`config.mk`:
```
export PLATFORM = sky130hd
export DESIGN_NAME = cl_capture_sched
export DESIGN_NICKNAME = d
export VERILOG_FILES = /design/src/rtl/cl_capture_sched.sv
export SDC_FILE = /design/constraint.sdc
export NUM_CORES = 1
export LEC_CHECK = 0
export ABC_AREA = 0
export CAP_MARGIN = 40
export CORE_UTILIZATION = 52
export CTS_BUF_LIST = sky130_fd_sc_hd__clkbuf_8
export DETAILED_ROUTE_END_ITERATION = 6
export HOLD_SLACK_MARGIN = 0.15
export PLACE_DENSITY_LB_ADDON = 0.05
export SLEW_MARGIN = 10
export SYNTH_ARGS = -nofsm -noshare
export SYNTH_HDL_FRONTEND = slang
export SYNTH_SLANG_ARGS = --single-unit
```
`constraint.sdc`:
```
create_clock -name bus_clk -period 3 [get_ports bus_clk]
set_input_delay 0.9 -clock bus_clk [delete_from_list [all_inputs] [get_ports bus_clk]]
set_output_delay 0.9 -clock bus_clk [all_outputs]
set_load 0.05 [all_outputs]
```
`src/rtl/cl_capture_sched.sv`:
```
// cl_capture_sched: decodes PC commands, arms/aborts capture, runs a stall watchdog
// and arbitrates the fpga_msg port between payload words and reply words.
module cl_capture_sched #(
  parameter int N_FRAME_SIZE = 20,
  parameter int WDOG_W       = 24,
  parameter int DROP_W       = 16
) (
  input  logic                    bus_clk,
  input  logic                    reset_n,
  input  logic                    pc_msg_pending,
  output logic                    pc_msg_ack,
  input  logic [31:0]             pc_msg,
  output logic                    cap_arm,
  output logic [N_FRAME_SIZE-1:0] cap_frames,
  output logic                    cap_abort,
  input  logic                    cap_done,
  input  logic [31:0]             cap_msg,
  input  logic                    cap_msg_valid,
  input  logic                    fpga_msg_full,
  output logic [31:0]             fpga_msg,
  output logic                    fpga_msg_valid,
  output logic                    busy,
  output logic [DROP_W-1:0]       drop_cnt
);
  typedef enum logic [1:0] {IDLE = 2'd0, RUN = 2'd1, ABORTING = 2'd2} state_t;
  state_t r_state, w_next;
  logic r_ack, r_arm, r_abort, r_rep_full, r_done_p, r_valid;
  logic [31:0] r_rep, r_msg;
  logic [N_FRAME_SIZE-1:0] r_frames;
  logic [WDOG_W-1:0] r_wdog;
  logic [DROP_W-1:0] r_drop;
  logic w_drain, w_slot_free, w_done, w_wdog, w_acc, w_wr, w_arm, w_abort, w_clr_drop;
  logic [11:0] w_op;
  logic [19:0] w_arg, w_pay;
  logic [3:0] w_code;
  logic [31:0] w_dx;
  logic [17:0] w_d18;
  assign w_op        = pc_msg[31:20];
  assign w_arg       = pc_msg[19:0];
  assign w_drain     = r_rep_full && !cap_msg_valid && !fpga_msg_full;
  assign w_slot_free = !r_rep_full || w_drain;
  // a done pulse that cannot be reported yet is remembered so its reply is never lost
  assign w_done      = (cap_done || r_done_p) && r_state != IDLE;
  assign w_wdog      = r_state == RUN && !cap_msg_valid && &r_wdog;
  assign w_acc       = pc_msg_pending && !r_ack && !r_rep_full && !w_done && !w_wdog;
  assign w_dx        = 32'(r_drop);
  assign w_d18       = |w_dx[31:18] ? 18'h3FFFF : w_dx[17:0];
  always_comb begin
    w_next     = r_state;
    w_wr       = 1'b0;
    w_code     = 4'd0;
    w_pay      = 20'd0;
    w_arm      = 1'b0;
    w_abort    = 1'b0;
    w_clr_drop = 1'b0;
    if (w_done) begin
      if (w_slot_free) begin
        w_next = IDLE;
        w_wr   = 1'b1;
        w_code = r_state == RUN ? 4'd4 : 4'd5;
        w_pay  = r_state == RUN ? 20'(r_frames) : 20'd0;
      end
    end else if (w_wdog) begin
      if (w_slot_free) begin
        w_next  = ABORTING;
        w_abort = 1'b1;
        w_wr    = 1'b1;
        w_code  = 4'd6;
      end
    end else if (w_acc) begin
      w_wr   = 1'b1;
      w_code = 4'd2;
      w_pay  = w_arg;
      if (w_op == 12'h001 && r_state == IDLE && w_arg != '0) begin
        w_next     = RUN;
        w_arm      = 1'b1;
        w_code     = 4'd1;
        w_clr_drop = 1'b1;
      end else if (w_op == 12'h002 && r_state == RUN) begin
        w_next  = ABORTING;
        w_abort = 1'b1;
        w_code  = 4'd1;
      end else if (w_op == 12'h003) begin
        w_code = 4'd3;
        w_pay  = {r_state, w_d18};
      end else if (w_op != 12'h001 && w_op != 12'h002) begin
        w_pay = {8'd0, w_op};
      end
    end
  end
  always_ff @(posedge bus_clk or negedge reset_n)
    if (!reset_n) r_state <= IDLE;
    else r_state <= w_next;
  always_ff @(posedge bus_clk or negedge reset_n) begin
    if (!reset_n) begin
      r_ack      <= 1'b0;
      r_arm      <= 1'b0;
      r_abort    <= 1'b0;
      r_frames   <= '0;
      r_done_p   <= 1'b0;
      r_wdog     <= '0;
      r_drop     <= '0;
      r_valid    <= 1'b0;
      r_msg      <= '0;
      r_rep_full <= 1'b0;
      r_rep      <= '0;
    end else begin
      r_ack    <= w_acc;
      r_arm    <= w_arm;
      r_abort  <= w_abort;
      r_frames <= w_arm ? N_FRAME_SIZE'(w_arg) : r_frames;
      r_done_p <= w_done && !w_slot_free;
      r_wdog   <= (r_state != RUN || cap_msg_valid) ? '0 : (&r_wdog ? r_wdog : r_wdog + WDOG_W'(1));
      r_drop   <= w_clr_drop ? '0 : (cap_msg_valid && fpga_msg_full && !(&r_drop)) ? r_drop + DROP_W'(1) : r_drop;
      r_valid  <= (cap_msg_valid && !fpga_msg_full) || w_drain;
      r_msg    <= (cap_msg_valid && !fpga_msg_full) ? cap_msg : (w_drain ? r_rep : r_msg);
      r_rep_full <= w_wr || (r_rep_full && !w_drain);
      r_rep    <= w_wr ? {8'hA5, w_code, w_pay} : r_rep;
    end
  end
  assign pc_msg_ack     = r_ack;
  assign cap_arm        = r_arm;
  assign cap_frames     = r_frames;
  assign cap_abort      = r_abort;
  assign fpga_msg       = r_msg;
  assign fpga_msg_valid = r_valid;
  assign busy           = r_state != IDLE;
  assign drop_cnt       = r_drop;
endmodule
```
* Yosys cells after proc, flatten, opt, wreduce, memory -nomap -nowiden *
Index checks and enable logic that the tools add are counted.

operators by class
  add/subtract/negate cells = 2
  equality and inequality tests = 10
  mux-type cells = 44
  reductions and logical operators = 42

operators with widths
  kind                                                    number
  two-way mux 20 bit                                      9
  two-way mux 32 bit                                      2
  two-way mux 24 bit                                      2
  two-way mux 16 bit                                      2
  adder 24 x 1 -> 24 bit, second input constant           1
  equality test 12 x 2 -> 1 bit, second input constant    2
  AND reduction 24 bit                                    1
  two-way mux 2 bit                                       10
  nonzero test 20 bit                                     1
  logical AND 1 bit                                       18
  adder 16 x 1 -> 16 bit, second input constant           1
  AND reduction 16 bit                                    1
  two-way mux 1 bit                                       15
  equality test 12 x 1 -> 1 bit, second input constant    1
  inequality test 12 x 1 -> 1 bit, second input constant  1
  inequality test 12 x 2 -> 1 bit, second input constant  1
  zero test 1 bit                                         9
  two-way mux 4 bit                                       2
  two-way mux 3 bit                                       2
  inequality test 2 bit, second input constant            3
  nonzero test 2 bit                                      3
  logical OR 1 bit                                        5
  AND reduction 4 bit                                     1
  nonzero test 4 bit                                      1
  other kinds (4)                                         4

storage, ports and cells
  bits in registers = 125
  output and inout bits = 73

* Depth between registers and ports, before layout *
Gate-level depths: netlist of run 1.

  depth in word-level cells = 9
  depth in mapped cells = 8
  mapped depth without buffers = 6

* Worst setup path before layout of run 1 *
No wires, ideal clock.

  path kind = input to register
  start point = input pc_msg[26]
  end point = register r_frames[10], in the netlist cap_frames[10]
  arrival = 2.655 ns
  data required time = 2.872 ns
  setup slack = 0.218 ns
  stages on the path = 5
  path buffers = 1
  cell sequence = nor4_1 -> nand3_1 -> nor3_4 -> buf_2 -> mux2_1

on the way
  word-level cells in the longest chain between the ends = 7

ends and longest elaborated chain
  element                          RTL line  text
  start: declaration               12        input logic [31:0] pc_msg,
  equality test 12 x 1 -> 1 bit    74        if (w_op == 12'h001 && r_state == IDLE && w_arg != '0) begin
  logical AND 1 bit (2 in series)  74
  two-way mux 1 bit                74
  two-way mux 1 bit                70        end else if (w_acc) begin
  two-way mux 1 bit                63        end else if (w_wdog) begin
  two-way mux 1 bit                56        if (w_done) begin
  end signal: assignment           111       r_frames <= w_arm ? N_FRAME_SIZE'(w_arg) : r_frames;
  end: declaration                 29        logic [N_FRAME_SIZE-1:0] r_frames;

No other way between the ends.
A chain may end at the register's enable or synchronous reset.

* Worst setup path after layout of run 1 *
  start point = register r_state[1]
  end point = output busy

on the way
  word-level cells in the longest chain between the ends = 1

ends and longest elaborated chain
  element                   RTL line  text
  start: declaration        26        state_t r_state, w_next;
  start signal: assignment  93        else r_state <= w_next;
  nonzero test 2 bit        127       assign busy = r_state != IDLE;
  end: declaration          22        output logic busy,

No other way between the ends.

==> metrics.md, run 1 <==
| Metric | Value |
|---|---|
| Count of final setup violators | `0` |
| Unrepaired setup endpoints after global routing | `no` |
| Post-synthesis cell count | `639` |
| Grt ovf | `0` |
| Synth top area share | `0.4921` |
| Result of the run | `finished with violations` |
| Antenna diode instance count | `0` |
| Count of placed standard cells including taps | `941` |
| Die W | `112.1 um` |
| Most repeated cell in the gate-level netlist after synthesis | `sky130_fd_sc_hd__dfrtp_1` |
| Power density cells | `663.7 nW/um^2` |
| Fin. Hold Viols | `0` |
| Core ar. | `11610 um^2` |
| HPWL Detailed | `between 10000 and 15000 um` |
| Pre-antenna DRT Iters | `7` |
| Top cells by area, synth | `sky130_fd_sc_hd__dfrtp_1 49%, sky130_fd_sc_hd__a22oi_1 3.7%, sky130_fd_sc_hd__nand2_1 3.0%, sky130_fd_sc_hd__xnor2_1 2.9%, sky130_fd_sc_hd__a21oi_1 2.9%` |
| Worst-case headroom to the max-slew limit | `0.5543` |
| Global routing usage on met1 | `0.4055` |
| Root buf cell | `sky130_fd_sc_hd__clkbuf_8` |
| Met3 Usage GRT | `0.06695` |
| Final #Nets | `889` |
| Layout cells sized above 1 | `0.1373` |
| Number of DRC violations after detailed-routing iteration 0 | `between 700 and 800` |
| Number of distinct library cell variants in the gate-level netlist after synthesis | `59` |
| Number of antenna violations at the first check in global routing | `0` |
| Die height | `112.1 um` |
| Path category of the worst min-delay check | `in -> async` |
| Cell leakage power | `0.003562 uW` |
| Ratio of routed vias to standard cells | `6.207` |
| Clock transition at the registers of the reported paths | `0.07 ns` |
| Data arrival time of the worst path | `2.03 ns` |
| Pin count of the biggest net entering global routing | `53` |
| Total GRT Usage | `0.3103` |
| Achievable Freq | `341.4 MHz` |
| Total via count in the routed design | `6039` |
| Most frequent cells after synthesis | `124 x sky130_fd_sc_hd__dfrtp_1, 50 x sky130_fd_sc_hd__nand2_1, 48 x sky130_fd_sc_hd__nor2_1, 36 x sky130_fd_sc_hd__a21oi_1, 35 x sky130_fd_sc_hd__o21ai_0` |
| Leading area contributor after synthesis | `sky130_fd_sc_hd__dfrtp_1` |
| Primary FF master, synth | `sky130_fd_sc_hd__dfrtp_1` |
| Tcrit/Tclk final | `0.9764` |
| Effective utilization at floorplan | `0.5430` |
| # fillers | `839` |
| Routability congestion estimate from global placement | `slightly below 1` |
| Number of cells upsized or downsized after cts | `0` |
| Floorplan die area | `roughly 13000 um^2` |
| Clock insertion delay at the later pin of the skew report | `about 0.45 ns` |
| Violations in the final reports | `design-rule violations` |
| Critical-path maximum fanout | `8` |
| Final critical-path setup slack | `0.07090 ns` |
| Most congested layer reported by global routing | `met2` |
| CP endpoint kind | `output pin` |
| Non-filler instance count after layout | `about 970` |
| Final Max Tran Viols | `0` |
| Maximum vdd ir drop | `roughly 0.00052 V` |
| Cell Area, Synth | `6306 um^2` |
| Startpoint type of the worst setup path | `register` |
| Global routing usage on met2 | `0.5010` |
| Wire per inst | `19.37 um` |
| Layout overhead on the synthesized area | `36.88%` |
| Count of H-tree levels built during CTS | `4` |
| Inserted Clock Buffers | `17` |
| Number of max-cap violations | `0` |
| Setup TNS | `0 ns` |
| Final setup skew | `0.01388 ns` |
| Seq/Total Area, Yosys | `0.4921` |
| Post-synth ARST share | `1.000` |
| Syn_area_per_cell | `9.869 um^2` |
| Maximum count of clock buffers along a single path | `2` |
| ANT nets after route | `0` |
| Tightest Pin Transition | `0.6634 ns` |
| Wire length of the first global-routing pass | `30510 um` |
| Pre-CTS setup slack | `-0.2692 ns` |
| Number of input and output port buffers inserted | `142` |
| Setup CP Type | `reg -> out` |
| Clock tree from TritonCTS | `built` |
| Hold buffers post-CTS | `0` |
| TritonCTS sink count | `124` |
| Register bit count reported by yosys | `124` |
| # rows | `39` |
| Synthesized netlist net count | `~710` |
| Wire length reported by the detailed router | `18850 um` |
| I/O pin cnt | `143` |
| Minimum clock period after layout | `2.929 ns` |
| Data required time of the worst path | `approximately 2.1 ns` |
| Number of remaining DRC errors | `9` |
| Vias in the first global route | `5968` |
| Synthesis Warnings | `0` |
| Post-CTS setup buffer count | `0` |
| EDFF count, synth | `0` |
[path summary, 6_finish.rpt]
kind / from / to / slack [ns] / cells after the start
worst min register to register: r_wdog[15]$_DFFE_PN0P_ / r_wdog[15]$_DFFE_PN0P_ / 0.48 / 1
worst min-delay path: reset_n / r_wdog[9]$_DFFE_PN0P_ / 0.39 / 1
min in group bus_clk: r_wdog[15]$_DFFE_PN0P_ / r_wdog[15]$_DFFE_PN0P_ / 0.48 / 1
max in group asynchronous: reset_n / cap_frames[12]$_DFFE_PN0N_ / 1.99 / 2
worst max-delay path: r_state[1]$_DFFE_PN0P_ / busy / 0.07 / 3
worst max register to register: r_wdog[6]$_DFFE_PN0P_ / r_rep[1]$_DFFE_PN0P_ / 0.48 / 7
[layer usage]
metal	wire length, um	up-vias
met5	0	-
met4	514	0
met3	1536	47
met2	8913	323
met1	7887	2934
li1	-	2735
[cell families after synthesis]
logic type	synth area share
flip-flops	0.4921
buffers and inverters	0.03214
XOR/XNOR	0.03889
adder cells (fa/ha/maj)	0.003968
multiplexers	0.03730
AO/OA/AOI/OAI	0.2062
AND/OR/NAND/NOR	0.1895
[power breakdown]
| part | switching, uW | leakage [uW] | total, uW | internal (uW) |
|---|---|---|---|---|
| Combinational | 1190 | 0.00174 | 1960 | 765 |
| Clock | 704 | 0.000205 | 1570 | 869 |
| Sequential | 270 | 0.00162 | 2200 | 1930 |
[state kept, by name, summed over array words and instances (netlist names), 2 cells and up]
register,cells
cap_frames,20
drop_cnt,16
fpga_msg,32
r_rep,24
r_state,2
r_wdog,24
[area by class of cell]
class / instances / area (um^2) / share of cell area
repair buffers: 199 / 1869 / 0.2166
multi-input cells: 463 / 3009 / 0.3486
inverters: 12 / 45.04 / 0.005218
well taps: 143 / 178.9 / 0.02073
flip-flops and latches: 124 / 3103 / 0.3595
clock buffers: 19 / 261.5 / 0.03029
clock inverters: 13 / 165.2 / 0.01913
[metrics by stage]
stage,hold slack (ns),utilization,cell area (um^2),total power [uW]
floorplan,0.4346,-,6306,3370
global placement,0.4548,0.7061,8200,4131
detailed placement,0.4620,0.7065,8205,4171
CTS,0.3951,0.7433,8632,5751
global route,0.4066,0.7433,8632,5972
finish,0.3920,0.7433,8632,5729
[worst max-delay path, cell delays in order (launching register included)]
cell	delay (ns)
sky130_fd_sc_hd__dfrtp_1	0.50
sky130_fd_sc_hd__nor2_1	0.11
sky130_fd_sc_hd__inv_1	0.14
sky130_fd_sc_hd__clkdlybuf4s50_1	0.84
[cells in the final DEF (no fill, tap or decap), types with 6 or more instances in the layout]
cell and instances:
sky130_fd_sc_hd__clkbuf_8 19, sky130_fd_sc_hd__nor2_1 48, sky130_fd_sc_hd__a21oi_1 36, sky130_fd_sc_hd__dfrtp_1 124, sky130_fd_sc_hd__mux2_2 8, sky130_fd_sc_hd__mux2_1 12, sky130_fd_sc_hd__xnor2_1 21, sky130_fd_sc_hd__o21ai_0 35
sky130_fd_sc_hd__clkdlybuf4s50_1 141, sky130_fd_sc_hd__and2_1 6, sky130_fd_sc_hd__nor4_1 20, sky130_fd_sc_hd__o31ai_1 14, sky130_fd_sc_hd__buf_4 55, sky130_fd_sc_hd__nand3_1 19, sky130_fd_sc_hd__or4_1 6, sky130_fd_sc_hd__o211ai_1 11
sky130_fd_sc_hd__inv_1 11, sky130_fd_sc_hd__nand2_1 50, sky130_fd_sc_hd__nor3_1 14, sky130_fd_sc_hd__a31o_1 6, sky130_fd_sc_hd__a22oi_1 31, sky130_fd_sc_hd__nand4_1 9, sky130_fd_sc_hd__a221o_1 13, sky130_fd_sc_hd__nor2b_1 25
sky130_fd_sc_hd__xor2_1 7, sky130_fd_sc_hd__a31oi_1 9, sky130_fd_sc_hd__nand2b_1 6
(Power assumes the default switching activity.)
==> run 2: changes to the inputs <==
--- a/config.mk
+++ b/config.mk
@@ -7,8 +7,8 @@
 export LEC_CHECK = 0
 export ABC_AREA = 0
 export CAP_MARGIN = 40
-export CORE_UTILIZATION = 52
-export CTS_BUF_LIST = sky130_fd_sc_hd__clkbuf_8
+export CORE_UTILIZATION = 51
+export CTS_BUF_LIST = sky130_fd_sc_hd__clkbuf_16
 export DETAILED_ROUTE_END_ITERATION = 6
 export HOLD_SLACK_MARGIN = 0.15
 export PLACE_DENSITY_LB_ADDON = 0.05
==> metrics.md, run 2 (synthesis gave the netlist of run 1 again) <==
| Metric | Value |
|---|---|
| Result of the run | `complete, no violations` |
| Minimum clock period after layout | `between 2 and 3 ns` |
| Wire length of the first global-routing pass | `31330 um` |
| Routability congestion estimate from global placement | `0.9697` |
| Post-Route Hold Slack | `0.4535 ns` |
| Layout cells sized above 1 | `0.1337` |
| Hold buffers post-CTS | `0` |
| Die W | `113.2 um` |
| Number of cells upsized or downsized after cts | `0` |
| Sw Pwr | `about 2200 uW` |
| Setup CP Type | `reg -> out` |
| Final setup skew | `0.009925 ns` |
| Number of max-cap violations | `0` |
| Number of remaining DRC errors | `0` |
| Cell type of the slowest stage on the worst timing path | `sky130_fd_sc_hd__clkdlybuf4s50_1` |
| Number of antenna violations at the first check in global routing | `0` |
| Number of input and output port buffers inserted | `~140` |
| Data arrival time of the worst path | `1.98 ns` |
| Wire length reported by the detailed router | `19040 um` |
| Inserted Clock Buffers | `17` |
| Cell leakage power | `around 0.0037 uW` |
| Most used cells in the layout excluding fill and tap cells | `141 x sky130_fd_sc_hd__clkdlybuf4s50_1, 124 x sky130_fd_sc_hd__dfrtp_1, 53 x sky130_fd_sc_hd__buf_4, 50 x sky130_fd_sc_hd__nand2_1, 48 x sky130_fd_sc_hd__nor2_1` |
| Path category of the worst min-delay check | `in -> async` |
| Share of total power in the clock network | `0.363` |
| Critical-path maximum fanout | `8` |
| ANT nets after route | `0` |
| Die height | `113.2 um` |
| Final Max Tran Viols | `0` |
| Data required time of the worst path | `2.10 ns` |
| Final #Nets | `889` |
| Maximum vdd ir drop | `0.0004455 V` |
| Tightest Pin Transition | `0.7195 ns` |
| Worst-case headroom to the max-slew limit | `0.5166` |
| Count of H-tree levels built during CTS | `4` |
| Worst-path cell chain | `nor2_1 > inv_1 > clkdlybuf4s50_1` |
| Floorplan die area | `around 13000 um^2` |
| Vias in the first global route | `about 6100` |
| Depth of the worst register-to-register path | `7` |
| Fin. Hold Viols | `0` |
| Clock tree from TritonCTS | `built` |
| Fraction of power spent switching nets | `0.3373` |
| Internal power contribution | `roughly 4300 uW` |
| Total via count in the routed design | `6069` |
| # rows | `40` |
| Tcrit/Tclk final | `0.9607` |
| Root buf cell | `sky130_fd_sc_hd__clkbuf_16` |
| Clock insertion delay at the later pin of the skew report | `0.42 ns` |
| Clock transition at the registers of the reported paths | `0.05 ns` |
| Sequential group share of total power | `0.337` |
| Wire per inst | `19.49 um` |
| Antenna diode instance count | `0` |
| Achievable Freq | `347.0 MHz` |
| TritonCTS sink count | `124` |
| Logic pwr share | `0.300` |
| Core ar. | `roughly 12000 um^2` |
| Commonest non-fill, non-tap cell in the layout | `sky130_fd_sc_hd__clkdlybuf4s50_1` |
| Flip-flop count of the largest register, all copies and words added | `32` |
| Number of DRC violations after detailed-routing iteration 0 | `between 500 and 600` |
| Startpoint type of the worst setup path | `register` |
| Unrepaired setup endpoints after global routing | `no` |
| Post-CTS setup buffer count | `0` |
| Total GRT Usage | `0.3158` |
| Final core occ | `0.7421` |
| Layout overhead on the synthesized area | `41.35%` |
| I/O pin cnt | `143` |
| Pre-antenna DRT Iters | `5` |
| Grt ovf | `0` |
| Pin count of the biggest net entering global routing | `47` |
| Maximum count of clock buffers along a single path | `2` |
| Delay of the slowest cell on the worst path | `roughly 0.84 ns` |
| HPWL Detailed | `about 13000 um` |
| Count of final setup violators | `0` |
| Power density cells | `between 700 and 800 nW/um^2` |
| Ratio of routed vias to standard cells | `6.212` |
| Effective utilization at floorplan | `0.5250` |
| CP endpoint kind | `output pin` |
[run 2: cell count changes in the layout (fill, tap and decap cells not counted), moves of 2 or more]
cell and delta:
sky130_fd_sc_hd__inv_6 -2, sky130_fd_sc_hd__buf_4 -2, sky130_fd_sc_hd__clkinvlp_4 -3, sky130_fd_sc_hd__clkbuf_8 -19
sky130_fd_sc_hd__buf_12 +2, sky130_fd_sc_hd__inv_1 +2, sky130_fd_sc_hd__bufinv_16 +4, sky130_fd_sc_hd__clkbuf_16 +17
[run 2: cell type report]
cell class	count	area [um^2]
Timing Repair Buffer	199	1894
Tap cell	147	183.9
Fill cell	873	3098
Clock inverter	15	252.7
Sequential cell	124	3103
Clock buffer	17	425.4
Multi-Input combinational cell	463	3009
Inverter	12	45.04
[run 2: per-stage QoR]
step                      setup TNS, ns  cells  setup slack, ns  cell area (um^2)  power [uW]
after floorplan                       0    639           0.2177              6306        3370
after global placement           -5.295    944          -0.1926              8230        4137
after detailed placement         -6.214    945          -0.1500              8235        4173
after CTS                             0    977           0.1243              8914        6558
after global routing                  0    977          0.01690              8914        6781
final                                 0    977           0.1180              8914        6529
[run 2: worst max-delay path: cells and delay by family (launching register included)]
family / cells / cell delay [ns]
buffers and inverters: 2 / 0.97
DFF: 1 / 0.50
and+or+nand+nor: 1 / 0.11
[run 2: worst paths after layout]
check,from,to,slack (ns)
min reg2reg,r_rep[24]$_DFFE_PN0P_,r_rep[24]$_DFFE_PN0P_,0.47
min,reset_n,r_wdog[7]$_DFFE_PN0P_,0.45
max reg2reg,r_wdog[6]$_DFFE_PN0P_,r_rep[1]$_DFFE_PN0P_,0.46
max in group asynchronous,reset_n,cap_frames[12]$_DFFE_PN0N_,1.92
max,r_state[1]$_DFFE_PN0P_,busy,0.12
min in group bus_clk,r_rep[24]$_DFFE_PN0P_,r_rep[24]$_DFFE_PN0P_,0.47
[run 2: power by group through the flow]
stage / clock network (uW) / registers, uW / logic (uW)
3_5_place_dp: 0 / 2220 / 1960
3_3_place_gp: 0 / 2220 / 1920
6_report: 2370 / 2200 / 1960
2_1_floorplan: 0 / 2740 / 627
4_1_cts: 2390 / 2200 / 1970
5_1_grt: 2460 / 2230 / 2090
[run 2: routing by layer]
metal | vias up | global-route usage | part of all wire
li1 | 2747 | - | -
met1 | 2940 | 0.4205 | 0.42
met2 | 337 | 0.5063 | 0.48
met3 | 45 | 0.07177 | 0.078
met4 | 0 | 0.1167 | 0.025
met5 | - | 0 | 0
==> run 3: changes to the inputs <==
--- a/config.mk
+++ b/config.mk
@@ -10,7 +10,6 @@
 export CORE_UTILIZATION = 51
 export CTS_BUF_LIST = sky130_fd_sc_hd__clkbuf_16
 export DETAILED_ROUTE_END_ITERATION = 6
-export HOLD_SLACK_MARGIN = 0.15
 export PLACE_DENSITY_LB_ADDON = 0.05
 export SLEW_MARGIN = 10
 export SYNTH_ARGS = -nofsm -noshare
==> results of run 3 <==
The final DEF is identical to that of run 2; final timing and power are the same.
